**src/rtl/digit_scan_ctrl.sv**
```systemverilog
// rtl/digit_scan_ctrl.sv - 4-digit seven-segment scan controller with frame-synchronous shadow value
module digit_scan_ctrl #(
    parameter int CLK_DIV = 100000
) (
    input  logic        clk,
    input  logic        reset,
    input  logic        en,
    input  logic        load,
    input  logic [15:0] value,
    input  logic [3:0]  dp_in,
    input  logic        blank_lz,
    output logic [1:0]  sel,
    output logic [3:0]  nibble,
    output logic        dp,
    output logic        blank,
    output logic        frame_done
);

    localparam int CNT_W = $clog2(CLK_DIV + 1);
    localparam logic [CNT_W-1:0] CNT_LAST = CNT_W'(CLK_DIV - 1);

    logic [CNT_W-1:0] cnt_q, cnt_d;
    logic [1:0]       sel_q, sel_d;
    logic             frame_done_q, frame_done_d;
    logic [15:0]      shadow_q, shadow_d;
    logic [3:0]       shadow_dp_q, shadow_dp_d;
    logic [15:0]      pend_q, pend_d;
    logic [3:0]       pend_dp_q, pend_dp_d;
    logic             pend_valid_q, pend_valid_d;

    logic tick;
    logic boundary;

    assign tick     = en && (cnt_q == CNT_LAST);
    assign boundary = tick && (sel_q == 2'd3);

    always_comb begin
        cnt_d        = cnt_q;
        sel_d        = sel_q;
        frame_done_d = boundary;
        shadow_d     = shadow_q;
        shadow_dp_d  = shadow_dp_q;
        pend_d       = pend_q;
        pend_dp_d    = pend_dp_q;
        pend_valid_d = pend_valid_q;

        if (en) begin
            if (tick) begin
                cnt_d = '0;
                sel_d = sel_q + 2'd1;
            end else begin
                cnt_d = cnt_q + CNT_W'(1);
            end
        end

        // A load landing on the boundary bypasses pending so it shows in the very next frame.
        if (boundary) begin
            if (load) begin
                shadow_d    = value;
                shadow_dp_d = dp_in;
            end else if (pend_valid_q) begin
                shadow_d    = pend_q;
                shadow_dp_d = pend_dp_q;
            end
            pend_valid_d = 1'b0;
        end else if (load) begin
            pend_d       = value;
            pend_dp_d    = dp_in;
            pend_valid_d = 1'b1;
        end
    end

    always_ff @(posedge clk or posedge reset) begin
        if (reset) begin
            cnt_q        <= '0;
            sel_q        <= 2'd0;
            frame_done_q <= 1'b0;
            shadow_q     <= 16'h0000;
            shadow_dp_q  <= 4'h0;
            pend_q       <= 16'h0000;
            pend_dp_q    <= 4'h0;
            pend_valid_q <= 1'b0;
        end else begin
            cnt_q        <= cnt_d;
            sel_q        <= sel_d;
            frame_done_q <= frame_done_d;
            shadow_q     <= shadow_d;
            shadow_dp_q  <= shadow_dp_d;
            pend_q       <= pend_d;
            pend_dp_q    <= pend_dp_d;
            pend_valid_q <= pend_valid_d;
        end
    end

    always_comb begin
        nibble = 4'h0;
        blank  = 1'b0;
        case (sel_q)
            2'd0: begin
                nibble = shadow_q[3:0];
                blank  = 1'b0;
            end
            2'd1: begin
                nibble = shadow_q[7:4];
                blank  = blank_lz && (shadow_q[15:4] == 12'h000) && !shadow_dp_q[1];
            end
            2'd2: begin
                nibble = shadow_q[11:8];
                blank  = blank_lz && (shadow_q[15:8] == 8'h00) && !shadow_dp_q[2];
            end
            default: begin
                nibble = shadow_q[15:12];
                blank  = blank_lz && (shadow_q[15:12] == 4'h0) && !shadow_dp_q[3];
            end
        endcase
    end

    assign sel        = sel_q;
    assign dp         = shadow_dp_q[sel_q];
    assign frame_done = frame_done_q;

endmodule
```
**config.mk**
```make
export PLATFORM = sky130hd
export DESIGN_NAME = digit_scan_ctrl
export DESIGN_NICKNAME = d
export VERILOG_FILES = /design/src/rtl/digit_scan_ctrl.sv
export SDC_FILE = /design/constraint.sdc
export NUM_CORES = 1
export LEC_CHECK = 0
export CAP_MARGIN = 20
export CORE_UTILIZATION = 50
export DETAILED_ROUTE_END_ITERATION = 6
export PLACE_DENSITY_LB_ADDON = 0.15
export SYNTH_ARGS = -nofsm -noshare
export SYNTH_HDL_FRONTEND = slang
export SYNTH_SLANG_ARGS = --single-unit
```
**constraint.sdc**
```tcl
create_clock -name clk -period 2.1 [get_ports clk]
set_input_delay 0.525 -clock clk [delete_from_list [all_inputs] [get_ports clk]]
set_output_delay 0.525 -clock clk [all_outputs]
set_load 0.03 [all_outputs]
```
# == After elaboration in Yosys (flattened, before gate mapping) ==
# Cells that the tools add are included.
# Widths: inputs -> output; s select.
# op_classes
bitwise,1
magnitude_cmp,1
shift,0
eq_ne,4
addsub,2
mux,11
n_reduce_logical,20
div,0
n_mul,0
# op_table
op,count
$mux 16,2
$add 17x1->17 const B,1
$eq 17x17->1 const B,1
$mux 17,1
$logic_not 12->1,1
$pmux 4 s3,1
$logic_and 1x1->1,8
$logic_not 8->1,1
$mux 4,2
$reduce_and 2->1,3
$eq 2x2->1 const B,2
$logic_not 4->1,1
$reduce_bool 2->1,2
$logic_not 1->1,3
$lt 2x3->1 const B,1
$mux 1,3
$pmux 1 s3,1
$add 2x1->2 const B,1
$bmux 1 s2,1
$eq 2x1->1 const B,1
$logic_not 2->1,1
$not 1->1,1
# word_totals
inputBits,25
memories,0
ff_bits,61
output_inout_bits,9
word_cells,47
mem_bits_rw,0
latch_bits,0
romBits,0

# == Longest topological paths before layout ==
# Gate-level depths: netlist of run 1.
# depth
word_depth,5
ltp_mapped,7
ltp_nobuf,6

# == Least setup slack after synthesis of run 1 ==
# No wires, ideal clock.
# synth_path
path_type,input-to-reg
start,in en
end,reg pend_dp_q[1]
path_buffers,2
path_stages,6
setup_slack_ps,-111
required_ps,1975
arrival_ps,2086
setup_ps,125
cell_sequence,clkbuf_1 nand4_1 or3_4 o21ai_1 buf_2 mux2_2
# synth_between
elab_chain_cells,4
# synth_lines
item,line,text
from (decl),7,"input logic en,"
$logic_and 1x1->1,34,assign tick = en && (cnt_q == CNT_LAST);
$logic_and 1x1->1,35,assign boundary = tick && (sel_q == 2'd3);
$not 1->1 (no source line),--,
$reduce_and 2->1 (no source line),--,
to (signal assigned),90,pend_dp_q <= pend_dp_d;
to (decl),28,"logic [3:0] pend_dp_q, pend_dp_d;"
# No other way between the ends.
# A chain may end at the register's enable or synchronous reset.

# == Worst setup path after layout of run 1 ==
# layout_path
start,"reg sel_q[0], in the netlist sel[0]"
end,out nibble[3]
# layout_between
elab_chain_cells,2
elab_cells_between_ends,4
cone_classes,eq/ne: 2; mux: 1; reduce/logical: 1
# layout_lines
item,line,text
from (decl),23,"logic [1:0] sel_q, sel_d;"
from (signal assigned),85,sel_q <= sel_d;
"$eq 2x2->1, or another cell as far along",98,case (sel_q)
$pmux 4 s3 *,98,
to (decl),13,"output logic [3:0] nibble,"
# Mark *: on every way between the ends. The rest lies on a longest branch, timed or not.

==> metrics, run 1 <==
Warnings, synthesis=0; CTS tree=done; clock sinks=61; Setup crit start kind=flip-flop; share of power burned in registers=0.482; Pleak=1.97 nW; Worst Tran Pin Value=404 ps; Clock Path Buffers=2; post-DP HPWL=4660 microns; first-pass detailed-route iteration total=7; row cnt=27; DR vias=2518; synthesized instance count=265; largest net degree at the start of global routing=62; placed cells=395; clock network fraction of total power=0.379; crit share post-route=1.11; synth-to-layout area growth=46.2%; status=finished, violations left; setup violators final=36; Final Max Slew Viols=0; final setup TNS=-3120 ps; placed cell areas=3630 sq um; Worst-Skew Late Latency=350 ps; nets@finish=380; Int Power=2.06 mW; Worst Hold Endpoint=cnt_q[16]; antenna cells=0; Synth cell types=46; CP required=1570 ps; R2R depth=5; initial core utilization=0.527; reg2reg start=cnt_q[12]; Commonest cells post-synth=61 x dfrtp_1, 18 x mux2_2, 17 x nor2_1; Synth area leader=dfrtp_1; critical path, cell by cell=buf_6 > ha_4 > a222oi_1 > a21oi_1 > buf_4; slack of the critical path=-238 ps; sequential share of the synthesized area=0.516; number of global-route vias before repair=2443; hold_sp=cnt_q[16]; # DRC=0; post-synth top area share=0.516; violated checks=negative setup slack; syn avg cell area=11.2 sq um; root buffer selected by CTS=clkbuf_8; worst hold path type=reg -> reg; count leader, synth=dfrtp_1; first-pass GRT wire length=11600 microns; CTS Buf Count=9; fin crit period=2340 ps; CP Max Fanout=5; Arr. time, crit path=1810 ps; cell area after synthesis=2960 sq um; share of cells above drive strength 1=0.376; net switching power=705 uW; Chip Height=78.9 microns; combinational group share of total power=0.139; slowest stage cell on the critical path=dfrtp_1; port buffer count=33; post-route cell area=4330 sq um; hold buffers post-CTS=0; unrepaired setup endpoints after global routing=yes; Sw Share=0.255; Remaining Overflow, GRT=0; Synth Net Count=296; wire length per cell=18.9 microns; Crit Path Class=reg -> out; Worst path max stage delay=430 ps; FMAX=0.428 GHz; worst hold slack=492 ps; GRT Overall Usage=0.248; core footprint=5610 sq um; antenna violations before repair=0; largest cells by area after synthesis=dfrtp_1 52%, mux2_2 6.9%, a2bb2oi_1 3.3%; worst hold path depth=1; Peak VDD IR=0.000637 V; final hold vios=0; routed vias/inst=5.91; max_cap viols=0; ys async rst share=1.00; Yosys reg bits=61; clock skew=12.7 ps; 1st-iter DRT viols=211; Max-slew headroom=0.730; Post-synth EDFFs=0; Non-Filler Instances=426; Worst-path clk slew=70 ps; die area=6230 sq um; CTS H-tree depth=3; flop-to-flop setup slack=-130 ps; Post-DRT Antenna Nets=0; Critical R2R Capture=pend_q[2]; routability congestion estimate=0.785; Fillers=364; Most used DFF post-synth=dfrtp_1; DRT Wirelength=8050 microns; nature of the critical path endpoint=output pin; Ports=34; Die Wd=78.9 microns; Power Density=639 nW/um^2
[through the flow]
| step | power, mW | utilization | setup slack [ps] |
|---|---|---|---|
| floorplan | 1.53 | - | -29.8 |
| global placement | 1.66 | 0.648 | -344 |
| detailed placement | 1.68 | 0.648 | -371 |
| CTS | 2.71 | 0.706 | -137 |
| global route | 2.87 | 0.771 | -311 |
| finish | 2.76 | 0.771 | -238 |
[power groups by stage]
stage	Sequential [mW]	Combinational [mW]	Clock, mW
after global routing	1.34	0.421	1.11
after floorplan	1.34	0.190	0
after CTS	1.33	0.331	1.05
after global placement	1.35	0.319	0
after detailed placement	1.35	0.328	0
final	1.33	0.383	1.05
[sequential cells by signal, summed over array words and instances (netlist names)]
signal and count:
sel 2, pend_dp_q 4, frame_done 1, cnt_q 17, pend_valid_q 1, shadow_q 16, shadow_dp_q 4, pend_q 16
[cells in the final DEF, fill, tap and decap left out, drive strengths merged, types with 6 or more instances in the layout]
cell,instances
a2bb2oi,11
buf,57
clkbuf,14
clkdlybuf4s50,25
dfrtp,61
ha,6
inv,16
mux2,20
nand2,14
nand3,16
nand4,6
nor2,18
o21ai,11
o221a,7
o22ai,6
xnor2,11
[area by class of cell]
cell class	count	area, sq um	area share
inverters	17	68.8	0.0159
repair buffers	85	831	0.192
multi-input cells	175	1620	0.373
clock inverters	4	47.5	0.0110
well taps	72	90.1	0.0208
flip-flops and latches	61	1530	0.353
clock buffers	12	145	0.0336
[worst max-delay path: cells and delay by family (launching register included)]
kind / cells / cell delay [ps]
compound gates: 2 / 540
fa+ha+maj: 1 / 170
buf+inv: 2 / 340
flops: 1 / 430
[kinds of logic (layout without fill, tap and decap cells)]
kind of cell,count (synthesis),after routing,synth area share
compound gates,50,50,0.130
xor+xnor,14,14,0.0415
fa+ha+maj,6,6,0.0254
buf+inv,29,118,0.0431
flops,61,61,0.516
mux,23,23,0.0905
simple gates,82,82,0.153
[what timing repair did]
action / CTS / global route
pin swaps: 10 / 14
gates resized for setup: 51 / 57
endpoints found under the hold margin: 0 / 0
setup buffers: 7 / 4
gates cloned: 1 / 3
setup endpoints to repair: 38 / 47
[metal layers]
layer	wire length, microns	GRT usage	vias to the layer above
met1	3380	0.311	1252
li1	-	-	1151
met4	219	0.116	0
met3	462	0.0529	19
met5	0	0	-
met2	3990	0.409	96
[worst max-delay path by stage]
stage | from | endpoint | slack (ps) | cells past startpoint
after floorplan | cnt_q[13] | shadow_dp_q[2] | -30 | 5
after global placement | en | pend_q[2] | -340 | 6
after detailed placement | en | pend_q[3] | -370 | 6
after CTS | sel[1] | blank | -140 | 6
after global routing | sel[0] | nibble[3] | -310 | 5
final | sel[0] | nibble[3] | -240 | 5
Note: power is estimated with default switching activity, not from simulation.
==> run 2: changes to the inputs <==
- clock period: 2.1 -> 1.9 ns (I/O delays scaled with it)
==> run 2 against run 1 <==
The run still ends with negative setup slack left. Sequential cell count is the same. Register-to-register slack lost 210 ps. Clock power is 6% lower. Combinational power increased by 44%. Clock skew decreased by 5.3 ps. Largest cell class unchanged. Setup slack lost 110 ps. Sequential power is 9% higher. Critical endpoint unchanged. Routed wire length up 2.5%. Sequential share of layout area shrank 1.3 points.
==> metrics, run 2 (synthesis results as in run 1) <==
nets@finish=393 (was 380); Arr. time, crit path=1770 ps (was 1810 ps); wire length per cell=18.8 microns (was 18.9 microns); port buffer count=33 (unchanged); hold buffers post-CTS=0 (unchanged); Worst Hold Endpoint=cnt_q[16] (unchanged); Critical R2R Capture=pend_q[5] (was pend_q[2]); Fillers=329 (was 364); Die Wd=78.9 microns (unchanged); Worst-path clk slew=70 ps (about the same); first-pass detailed-route iteration total=5 (was 7); R2R depth=5 (unchanged); top flop regs=cnt_q x17, pend_q x16, shadow_q x16 (unchanged); 1st-iter DRT viols=151 (was 211); CTS Buf Count=9 (unchanged); core footprint=5610 sq um (unchanged); Crit Path Class=reg -> out (unchanged); row cnt=27 (unchanged); violated checks=negative setup slack (unchanged); Peak VDD IR=0.000488 V (was 0.000637 V); status=finished, violations left (unchanged); fin crit period=2240 ps; Biggest register=cnt_q (unchanged); pre-CTS setup slack=-524 ps (was -371 ps); CP required=1420 ps (was 1570 ps); Worst-Skew Late Latency=350 ps (about the same); CTS H-tree depth=3 (unchanged); DRT Wirelength=8250 microns (was 8050 microns); unrepaired setup endpoints after global routing=yes (unchanged); post-DP HPWL=4970 microns (was 4660 microns); largest net degree at the start of global routing=62 (unchanged); reg2reg start=cnt_q[13] (was cnt_q[12]); routed vias/inst=5.82 (was 5.91); Pleak=2.02 nW (was 1.97 nW); commonest non-fill, non-tap cell in the layout=dfrtp_1 (unchanged); Chip Height=78.9 microns (unchanged); die area=6230 sq um (unchanged); routability congestion estimate=0.809 (was 0.785); CTS tree=done (unchanged); clock sinks=61 (unchanged); Setup crit start kind=flip-flop (unchanged); final setup TNS=-12680 ps (was -3120 ps); CP Max Fanout=5 (unchanged); # DRC=0 (unchanged); first-pass GRT wire length=12400 microns (was 11600 microns); crit share post-route=1.18; most frequent cells in the layout=59 x dfrtp_1, 46 x buf_4, 25 x clkdlybuf4s50_1 (was 60 x dfrtp_1, 40 x buf_4, 25 x clkdlybuf4s50_1); nature of the critical path endpoint=output pin (unchanged); number of global-route vias before repair=2452 (was 2443); setup violators final=55 (was 36); Power Density=664 nW/um^2 (was 639 nW/um^2); final hold vios=0 (unchanged); share of cells above drive strength 1=0.440 (was 0.376); initial core utilization=0.527 (unchanged); Final Max Slew Viols=0 (unchanged); worst hold path depth=1 (unchanged); DR vias=2548 (was 2518); antenna violations before repair=0 (unchanged); synth-to-layout area growth=51.8% (was 46.2%); antenna cells=0 (unchanged); flop-to-flop setup slack=-340 ps (was -130 ps); Clock Path Buffers=2 (unchanged); Power Total=2.98 mW (was 2.76 mW); Largest register FFs=17 (unchanged); FMAX=0.445 GHz; hold_sp=cnt_q[16] (unchanged); worst hold slack=502 ps (was 492 ps); clock skew=7.43 ps (was 12.7 ps); Remaining Overflow, GRT=0 (unchanged); final design utilization=0.801 (was 0.771); root buffer selected by CTS=clkbuf_8 (unchanged); max_cap viols=0 (unchanged); slack of the critical path=-345 ps (was -238 ps); Worst Tran Pin Value=464 ps (was 404 ps); Max-slew headroom=0.690 (was 0.730); Ports=34 (unchanged); worst hold path type=reg -> reg (unchanged); Post-DRT Antenna Nets=0 (unchanged); GRT Overall Usage=0.270 (was 0.248)
[run 2: worst max path at each step]
stage | startpoint | end | slack, ps | cells after the start
3_5_place_dp | en | pend_dp_q[3] | -520 | 6
2_1_floorplan | cnt_q[13] | shadow_dp_q[2] | -230 | 5
3_3_place_gp | en | pend_dp_q[3] | -480 | 6
6_report | sel[0] | nibble[3] | -340 | 5
5_1_grt | sel[0] | nibble[1] | -430 | 6
4_1_cts | shadow_q[4] | blank | -280 | 6
[run 2: timing repair]
| item | CTS | global route |
|---|---|---|
| resized for setup | 77 | 58 |
| hold endpoints to repair | 0 | 0 |
| pin swaps | 12 | 19 |
| setup buffers | 4 | 5 |
| endpoints found under the setup margin | 54 | 59 |
| cloned | 2 | 0 |
[run 2: final cells by class]
class / instances / area (sq um) / area share
Clock buffer: 13 / 149 / 0.0332
Clock inverter: 2 / 10.0 / 0.00223
Inverter: 17 / 71.3 / 0.0159
Multi-Input combinational cell: 175 / 1730 / 0.385
Sequential cell: 61 / 1530 / 0.340
Tap cell: 72 / 90.1 / 0.0201
Timing Repair Buffer: 98 / 912 / 0.203
[run 2: power breakdown]
part | leakage, nW | switching [mW] | internal, mW
clock | 0.0833 | 0.485 | 0.498
sequential | 0.774 | 0.0561 | 1.39
combinational | 1.16 | 0.239 | 0.312
[run 2: critical path, cell delays in order (launching register included)]
cell      delay [ps]
dfrtp_2          430
inv_2             90
ha_2             220
a222oi_1         420
a21oi_2          110
buf_6            150
[run 2: through the flow]
step,instances,cell area (sq um)
final,438,4490
after global routing,438,4490
after CTS,433,4170
after detailed placement,412,3770
after global placement,412,3770
after floorplan,265,2990
[run 2: metal layers]
metal  global-route usage  share of wire
met5                    0              0
met1                0.360           0.42
met4                0.144          0.038
met3               0.0529          0.045
met2                0.419           0.50
